===== config.mk =====
export PLATFORM = sky130hd
export DESIGN_NAME = pps_tx_gen
export DESIGN_NICKNAME = d
export VERILOG_FILES = /design/src/rtl/pps_tx_gen.sv
export SDC_FILE = /design/constraint.sdc
export NUM_CORES = 1
export LEC_CHECK = 0
export ABC_AREA = 1
export BUFFER_PORTS_ARGS = -buffer_cell sky130_fd_sc_hd__buf_2
export CAP_MARGIN = 10
export CORE_UTILIZATION = 35
export CTS_CLUSTER_DIAMETER = 40
export DETAILED_ROUTE_END_ITERATION = 10
export GPL_ROUTABILITY_DRIVEN = 0
export HOLD_SLACK_MARGIN = 0.03
export PLACE_DENSITY_LB_ADDON = 0.25
export SLEW_MARGIN = 20
export SYNTH_ARGS = -nofsm -noshare
export SYNTH_HDL_FRONTEND = slang
export SYNTH_SLANG_ARGS = --single-unit

===== constraint.sdc =====
create_clock -name pclk -period 7.1 [get_ports pclk]
set_input_delay 0.355 -clock pclk [delete_from_list [all_inputs] [get_ports pclk]]
set_output_delay 0.355 -clock pclk [all_outputs]
set_load 0.03 [all_outputs]

===== src/rtl/pps_tx_gen.sv =====
// Outgoing 1PPS pulse generator driven by the time-scale epoch strobe (pclk domain).
// Optional capture of the time counter at each pulse start when PPS_TIMESTAMP_EN is defined.
module pps_tx_gen #(
  parameter int EPOCH_WIDTH = 10,
  parameter int CNT_WIDTH   = 24
) (
  input  logic                   pclk,
  input  logic                   reset_n,
  input  logic                   enable,
  input  logic                   arm,
  input  logic                   epoch_pulse,
  input  logic [EPOCH_WIDTH-1:0] period,
  input  logic [CNT_WIDTH-1:0]   phase_offset,
  input  logic [CNT_WIDTH-1:0]   width,
  input  logic                   polarity,
  output logic                   pps_out,
  output logic                   pps_strobe,
  output logic [31:0]            pps_count,
  output logic                   busy,
  output logic                   err
`ifdef PPS_TIMESTAMP_EN
  ,
  input  logic [63:0]            time_in,
  input  logic                   ts_rd,
  output logic [63:0]            pps_time,
  output logic                   pps_time_valid
`endif
);

  typedef enum logic [2:0] {IDLE, SYNC, RUN, DELAY, PULSE} state_t;

  state_t                 state, state_nx;
  logic [EPOCH_WIDTH-1:0] epoch_cnt, epoch_nx;
  logic [EPOCH_WIDTH-1:0] period_lat, period_nx;
  logic [CNT_WIDTH-1:0]   dly_cnt, dly_nx;
  logic [CNT_WIDTH-1:0]   pw_cnt, pw_nx;
  logic [CNT_WIDTH-1:0]   width_lat, width_nx;
  logic [31:0]            count_nx;
  logic                   active, active_nx;
  logic                   err_nx;
  logic                   act_set;
  logic                   epoch_last;
  logic                   trig;

  function automatic logic [EPOCH_WIDTH-1:0] sat_period(input logic [EPOCH_WIDTH-1:0] p);
    return (p == '0) ? EPOCH_WIDTH'(1) : p;
  endfunction

  function automatic logic [CNT_WIDTH-1:0] sat_width(input logic [CNT_WIDTH-1:0] w);
    return (w == '0) ? CNT_WIDTH'(1) : w;
  endfunction

  assign epoch_last = (epoch_cnt == period_lat - EPOCH_WIDTH'(1));
  assign trig       = epoch_pulse && ((state == SYNC) || ((state == RUN) && epoch_last));
  assign busy       = (state == DELAY) || (state == PULSE);
  assign pps_out    = active ^ polarity;

  always_comb begin
    state_nx  = state;
    epoch_nx  = epoch_cnt;
    period_nx = period_lat;
    dly_nx    = dly_cnt;
    pw_nx     = pw_cnt;
    width_nx  = width_lat;
    count_nx  = pps_count;
    active_nx = active;
    err_nx    = err;
    act_set   = 1'b0;
    if (!enable) begin
      state_nx  = IDLE;
      active_nx = 1'b0;
      epoch_nx  = '0;
    end else if (arm) begin
      state_nx  = SYNC;
      active_nx = 1'b0;
      epoch_nx  = '0;
      dly_nx    = '0;
      pw_nx     = '0;
      count_nx  = '0;
      err_nx    = 1'b0;
    end else begin
      case (state)
        IDLE, SYNC: ;
        RUN: begin
          if (epoch_pulse && !epoch_last) epoch_nx = epoch_cnt + EPOCH_WIDTH'(1);
        end
        DELAY, PULSE: begin
          // Epoch period keeps running; a trigger that lands here is dropped and flagged.
          if (epoch_pulse) begin
            if (epoch_last) begin
              err_nx    = 1'b1;
              epoch_nx  = '0;
              period_nx = sat_period(period);
            end else begin
              epoch_nx = epoch_cnt + EPOCH_WIDTH'(1);
            end
          end
          if (state == DELAY) begin
            if (dly_cnt == '0) begin
              active_nx = 1'b1;
              act_set   = 1'b1;
              pw_nx     = sat_width(width_lat);
              count_nx  = pps_count + 32'd1;
              state_nx  = PULSE;
            end else begin
              dly_nx = dly_cnt - CNT_WIDTH'(1);
            end
          end else begin
            if (pw_cnt <= CNT_WIDTH'(1)) begin
              active_nx = 1'b0;
              state_nx  = RUN;
            end else begin
              pw_nx = pw_cnt - CNT_WIDTH'(1);
            end
          end
        end
        default: state_nx = IDLE;
      endcase
      if (trig) begin
        epoch_nx  = '0;
        period_nx = sat_period(period);
        dly_nx    = phase_offset;
        width_nx  = width;
        state_nx  = DELAY;
      end
    end
  end

  always_ff @(posedge pclk or negedge reset_n) begin
    if (!reset_n) begin
      state      <= IDLE;
      epoch_cnt  <= '0;
      period_lat <= EPOCH_WIDTH'(1);
      dly_cnt    <= '0;
      pw_cnt     <= '0;
      width_lat  <= '0;
      pps_count  <= '0;
      active     <= 1'b0;
      pps_strobe <= 1'b0;
      err        <= 1'b0;
    end else begin
      state      <= state_nx;
      epoch_cnt  <= epoch_nx;
      period_lat <= period_nx;
      dly_cnt    <= dly_nx;
      pw_cnt     <= pw_nx;
      width_lat  <= width_nx;
      pps_count  <= count_nx;
      active     <= active_nx;
      pps_strobe <= act_set;
      err        <= err_nx;
    end
  end

`ifdef PPS_TIMESTAMP_EN
  // A new capture wins over a simultaneous read acknowledge.
  always_ff @(posedge pclk or negedge reset_n) begin
    if (!reset_n) begin
      pps_time       <= '0;
      pps_time_valid <= 1'b0;
    end else if (act_set) begin
      pps_time       <= time_in;
      pps_time_valid <= 1'b1;
    end else if (ts_rd) begin
      pps_time_valid <= 1'b0;
    end
  end
`endif

endmodule


* Word level (Yosys, flattened, before mapping) *
Cells that the tools add are included.

storage, ports and cells
  flip-flop bits (word level) = 130
  input bits = 64
  output and inout bits = 36
  word-level logic and storage cells = 115

operators by class
  add/subtract/negate cells = 5
  $lt $le $gt $ge = 1
  equality and inequality tests = 17
  mux-type cells = 49
  bitwise operators = 2
  reductions and logical operators = 31

operator list
  kind                     count
  $mux W24                 11
  $mux W32                 4
  $mux W10                 11
  $logic_not A24 Y1        2
  $sub A24 B1 Y24 const B  2
  $add A32 B1 Y32 const B  1
  $le A24 B1 Y1 const B    1
  $pmux W10 S2             1
  $mux W3                  6
  $reduce_and A4 Y1        4
  $reduce_bool A2 Y1       8
  $mux W1                  15
  $ne A6 B6 Y1 const B     2
  $reduce_and A3 Y1        4
  $add A10 B1 Y10 const B  1
  $eq A10 B10 Y1           1
  $logic_not A10 Y1        1
  $sub A10 B1 Y10 const B  1
  $eq A3 B2 Y1 const B     2
  $ne A3 B3 Y1 const B     2
  $pmux W3 S2              1
  $reduce_bool A3 Y1       2
  $ne A5 B1 Y1 const B     1
  $ne A5 B4 Y1 const B     1
  other kinds (17)         20

* Longest topological paths before layout *
  word-level depth = 9
  gate-level depth with buffers = 19
  mapped depth without buffers = 18

* Least setup slack after synthesis *
No wires, ideal clock.

  path type = register to register
  start point = register period_lat[0]
  end point = register width_lat[2]
  library setup time = 0.122 ns
  arrival = 2.166 ns
  data required time = 6.978 ns
  path slack = 4.812 ns
  stages on the path, launching flop included = 16
  buffers on the path = 1
  clock period less this slack = 2.288 ns
  cell sequence = dfstp_2 inv_1 ha_1 xor2_1 nand2_1 nor2_1 nand2_1 nor2_1 nand2_1 nor2_2 nand3_4 nand2_8 nand2_8 buf_2 nor2_1 a21oi_1

between the ends
  longest elaborated chain between the ends = 6

ends and longest elaborated chain
  element                      RTL line  RTL
  start, declared              34        logic [EPOCH_WIDTH-1:0] period_lat, period_nx;
  start signal, assigned       144       period_lat <= period_nx;
  $sub A10 B1 Y10              53        assign epoch_last = (epoch_cnt == period_lat - EPOCH_WIDTH'(1));
  $eq A10 B10 Y1               53
  $logic_and A1 B1 Y1          54        assign trig = epoch_pulse && ((state == SYNC) || ((state == RUN) && epoch_last));
  $logic_or A1 B1 Y1           54
  $logic_and A1 B1 Y1          54
  $reduce_and A3 Y1 (no line)  -
  end signal, assigned         147       width_lat <= width_nx;
  end, declared                37        logic [CNT_WIDTH-1:0] width_lat, width_nx;

No other way between the ends.
A chain may end at the register's enable or synchronous reset.

* Worst setup path in the final report *
  start point = input port arm
  end point = register pps_count[6]

between the ends
  longest elaborated chain between the ends = 2
  elaborated cells between the ends (all ways) = 5
  those cells by class = mux (1); reduce/logical (4)

ends and longest elaborated chain
  element                       RTL line  RTL
  start, declared               10        input logic arm,
  $reduce_bool A2 Y1 (no line)  -
  $reduce_and A4 Y1 (no line)   -
  end signal, assigned          148       pps_count <= count_nx;
  end, declared                 18        output logic [31:0] pps_count,

Several ways; a longest one is shown, not always the timed one.

==> impl_metrics.json <==
{
  "dp_hpwl_um": 16600,
  "grt_usage_pct": 19.8,
  "intPower_w": 0.00182,
  "portBuffers": 99,
  "power_leakage_nw": 4.72,
  "regArea_um2": 3250,
  "ys.warnings.count": 0,
  "crit_start": "arm",
  "n_fill_cell": 2488,
  "grt_pass1_wl_um": 38300,
  "cellPowerDensity_nw_per_um2": 305,
  "syn_area_per_cell_um2": 7.06,
  "dp_slack_ns": 3.32,
  "setup_viol": 0,
  "die_area_um2": 24600,
  "rsz0062_at_grt": "false",
  "htreeDepth": 4,
  "wirelength_um": 23100,
  "routed-via-count": 8034,
  "overflow": 0,
  "ys.flop_type": "dfrtp_1",
  "wl_per_cell_um": 14.4,
  "pwr-share-seq_pct": 36.0,
  "dp_cells": 1569,
  "die_w_um": 157,
  "clock_latency_ns": 0.43,
  "vias_per_cell": 5.01,
  "grt_pass1_vias": 7640,
  "drive_gt1_share_pct": 12.8,
  "reg2reg_depth": 15,
  "synth_area_um2": 8380,
  "maxCapViolations": 0,
  "grt_start_max_net_pins": 75,
  "period_share_pct": 47.9,
  "syn-num-nets": 1257,
  "die_h_um": 157,
  "core_um2": 23500,
  "pwr-share-clk_pct": 30.0,
  "ant_nets": 0,
  "yosysSeqAreaShare_pct": 38.8,
  "critPathLaunchType": "input port",
  "whs_ns": 0.146,
  "crit_arrival_ns": 3.71,
  "area.growth.synth_to_final_pct": 15.9,
  "min_from": "period[5]",
  "yosysUniqueCellTypes": 45,
  "nets": 1341,
  "multiInputGateArea_um2": 4380,
  "maxSlewViolCount": 0,
  "cts-root-buf": "clkbuf_16",
  "instances_no_fill": 1604,
  "swShare_pct": 38.6,
  "clock_sinks": 130,
  "fin_util_pct": 41.4,
  "ios": 100,
  "cts_tree": "built",
  "clock.fmax_mhz": 294,
  "layout_setup_ws_ns": 3.70,
  "hold_path_class": "in2reg",
  "ys_seq_elements": 130,
  "fin_skew_ns": 0.0136,
  "status": "finished clean",
  "fin_crit_ns": 3.40,
  "drcViolationCount": 0,
  "cts_max_path_buffers": 2,
  "p_comb_share_pct": 34.0,
  "row_count": 56,
  "numCtsBuffers": 17,
  "post_cts_buffers": 0,
  "relSlewSlack_pct": 35.6,
  "reg2reg_slack_ns": 3.98,
  "r2r-start": "period_lat[0]",
  "drt-pass1-iter-count": 5,
  "tightestPinTransition_ns": 0.959,
  "worstPathMaxFanout": 44,
  "crit_end": "pps_count[6]",
  "start_util_pct": 35.7,
  "power.switching_w": 0.00114,
  "ys_async_sr_fraction_pct": 100,
  "synth_edf_count": 0,
  "cp-end-kind": "register",
  "setup.worst_path.class": "in2reg",
  "cp.required_ns": 7.41,
  "reg2reg_to": "period_lat[0]",
  "finalHoldViolations": 0,
  "peakVddDrop_mv": 0.134,
  "antenna_found_initial": 0,
  "drt-initial-drc-count": 504,
  "tns_ns": 0,
  "clk_pin_slew_worst_paths_ns": 0.06,
  "syn_inst": 1187
}
-- worst min-delay path by stage --
| stage | to | cells past startpoint |
|---|---|---|
| final | period_lat[5] | 3 |
| after global routing | period_lat[1] | 3 |
| after global placement | width_lat[2] | 1 |
| after floorplan | active | 0 |
| after CTS | period_lat[5] | 3 |
| after detailed placement | width_lat[1] | 1 |
-- synth_stat cells, types with 8 or more instances --
cell type  instances  area [µm²]
buf_2             12        60.1
o21ai_1           10        50.1
dfrtp_1          129        3230
nor3_1            30         150
nor4_1            13        81.3
nand3_1          100         500
xnor2_1           19         166
nor2_1           140         526
o21ai_0           57         285
nand4_1           22         138
o31ai_1           19         143
a21oi_1           49         245
nand2_1          319        1200
nor2_2             8        50.1
nand3b_1           9        67.6
buf_6              9         101
inv_1            132         495
xor2_1            37         324
clkbuf_1          19        71.3
-- worst max-delay path, cell delays in order --
cell and delay, ns:
buf_2 0.69, clkinv_1 1.04, nand2_1 0.28, inv_1 0.09
nor3_2 0.70, nand2_1 0.15, o21ai_0 0.28, a21boi_1 0.09
-- repair_timing --
item | 4_1_cts | 5_1_grt
hold buffers | 1 | 0
resized for setup | 0 | 0
endpoints found under the hold margin | 55 | 0
setup endpoints to repair | 0 | 0
-- state kept, by name (all words and copies together) (netlist names) --
name and cells:
epoch_cnt 10, dly_cnt 24, width_lat 24, pw_cnt 24
err 1, active 1, state 3, pps_strobe 1
period_lat 10, pps_count 32
-- logic make-up (layout without fill, tap and decap cells) --
group                    Yosys count  in the layout  synth area share, %
AND/OR/NAND/NOR                  658            658                 34.7
buffers and inverters            178            275                 8.95
AO/OA/AOI/OAI                    159            159                 10.8
flip-flops                       130            130                 38.8
XOR/XNOR                          56             56                 5.85
adder cells (fa/ha/maj)            6              6                0.895
other                              0              1                    0
-- power groups by stage --
stage,clock network (W),registers (W),logic (W)
after detailed placement,0,0.00108,0.00101
after CTS,0.000907,0.00107,0.00101
final,0.000889,0.00107,0.00101
after global placement,0,0.00108,0.000994
after floorplan,0,0.00104,0.000792
after global routing,0.000935,0.00109,0.00117
-- cell type report --
class / count / area share (%)
tap: 319 / 4.11
timing repair buffer: 107 / 6.01
inverter: 136 / 5.25
antenna: 1 / 0.0257
multi-input combinational: 879 / 45.1
sequential: 130 / 33.5
clock inverter: 12 / 1.35
clock buffer: 20 / 4.70
-- stage by stage --
step	power (W)	instance area, µm²
finish	0.00297	9720
global route	0.00320	9720
CTS	0.00299	9690
detailed placement	0.00208	9090
global placement	0.00207	9090
floorplan	0.00184	8380
-- layout by cell type, fill, tap and decap left out, drive strengths merged, types with 2 or more instances in the layout --
master	instances
nand3b	9
a32oi	3
o211ai	6
xnor2	19
a21oi	49
o31ai	19
inv	136
dfrtp	129
nor2	151
nand4	22
o21ai	67
nor3	31
o221ai	2
bufinv	2
o22ai	6
xor2	37
nand3	102
ha	6
clkinvlp	4
nor4	14
nand2	325
buf	106
clkbuf	20
clkinv	6
or2	3
-- routing by layer --
layer | vias to the layer above | global-route usage, % | part of all wire, %
met3 | 29 | 3.16 | 3.7
met1 | 3809 | 25.7 | 47
li1 | 4032 | - | -
met4 | 0 | 6.72 | 1.9
met2 | 164 | 33.3 | 48
met5 | - | 0 | 0
No activity file was read; power rests on OpenSTA's default activity.
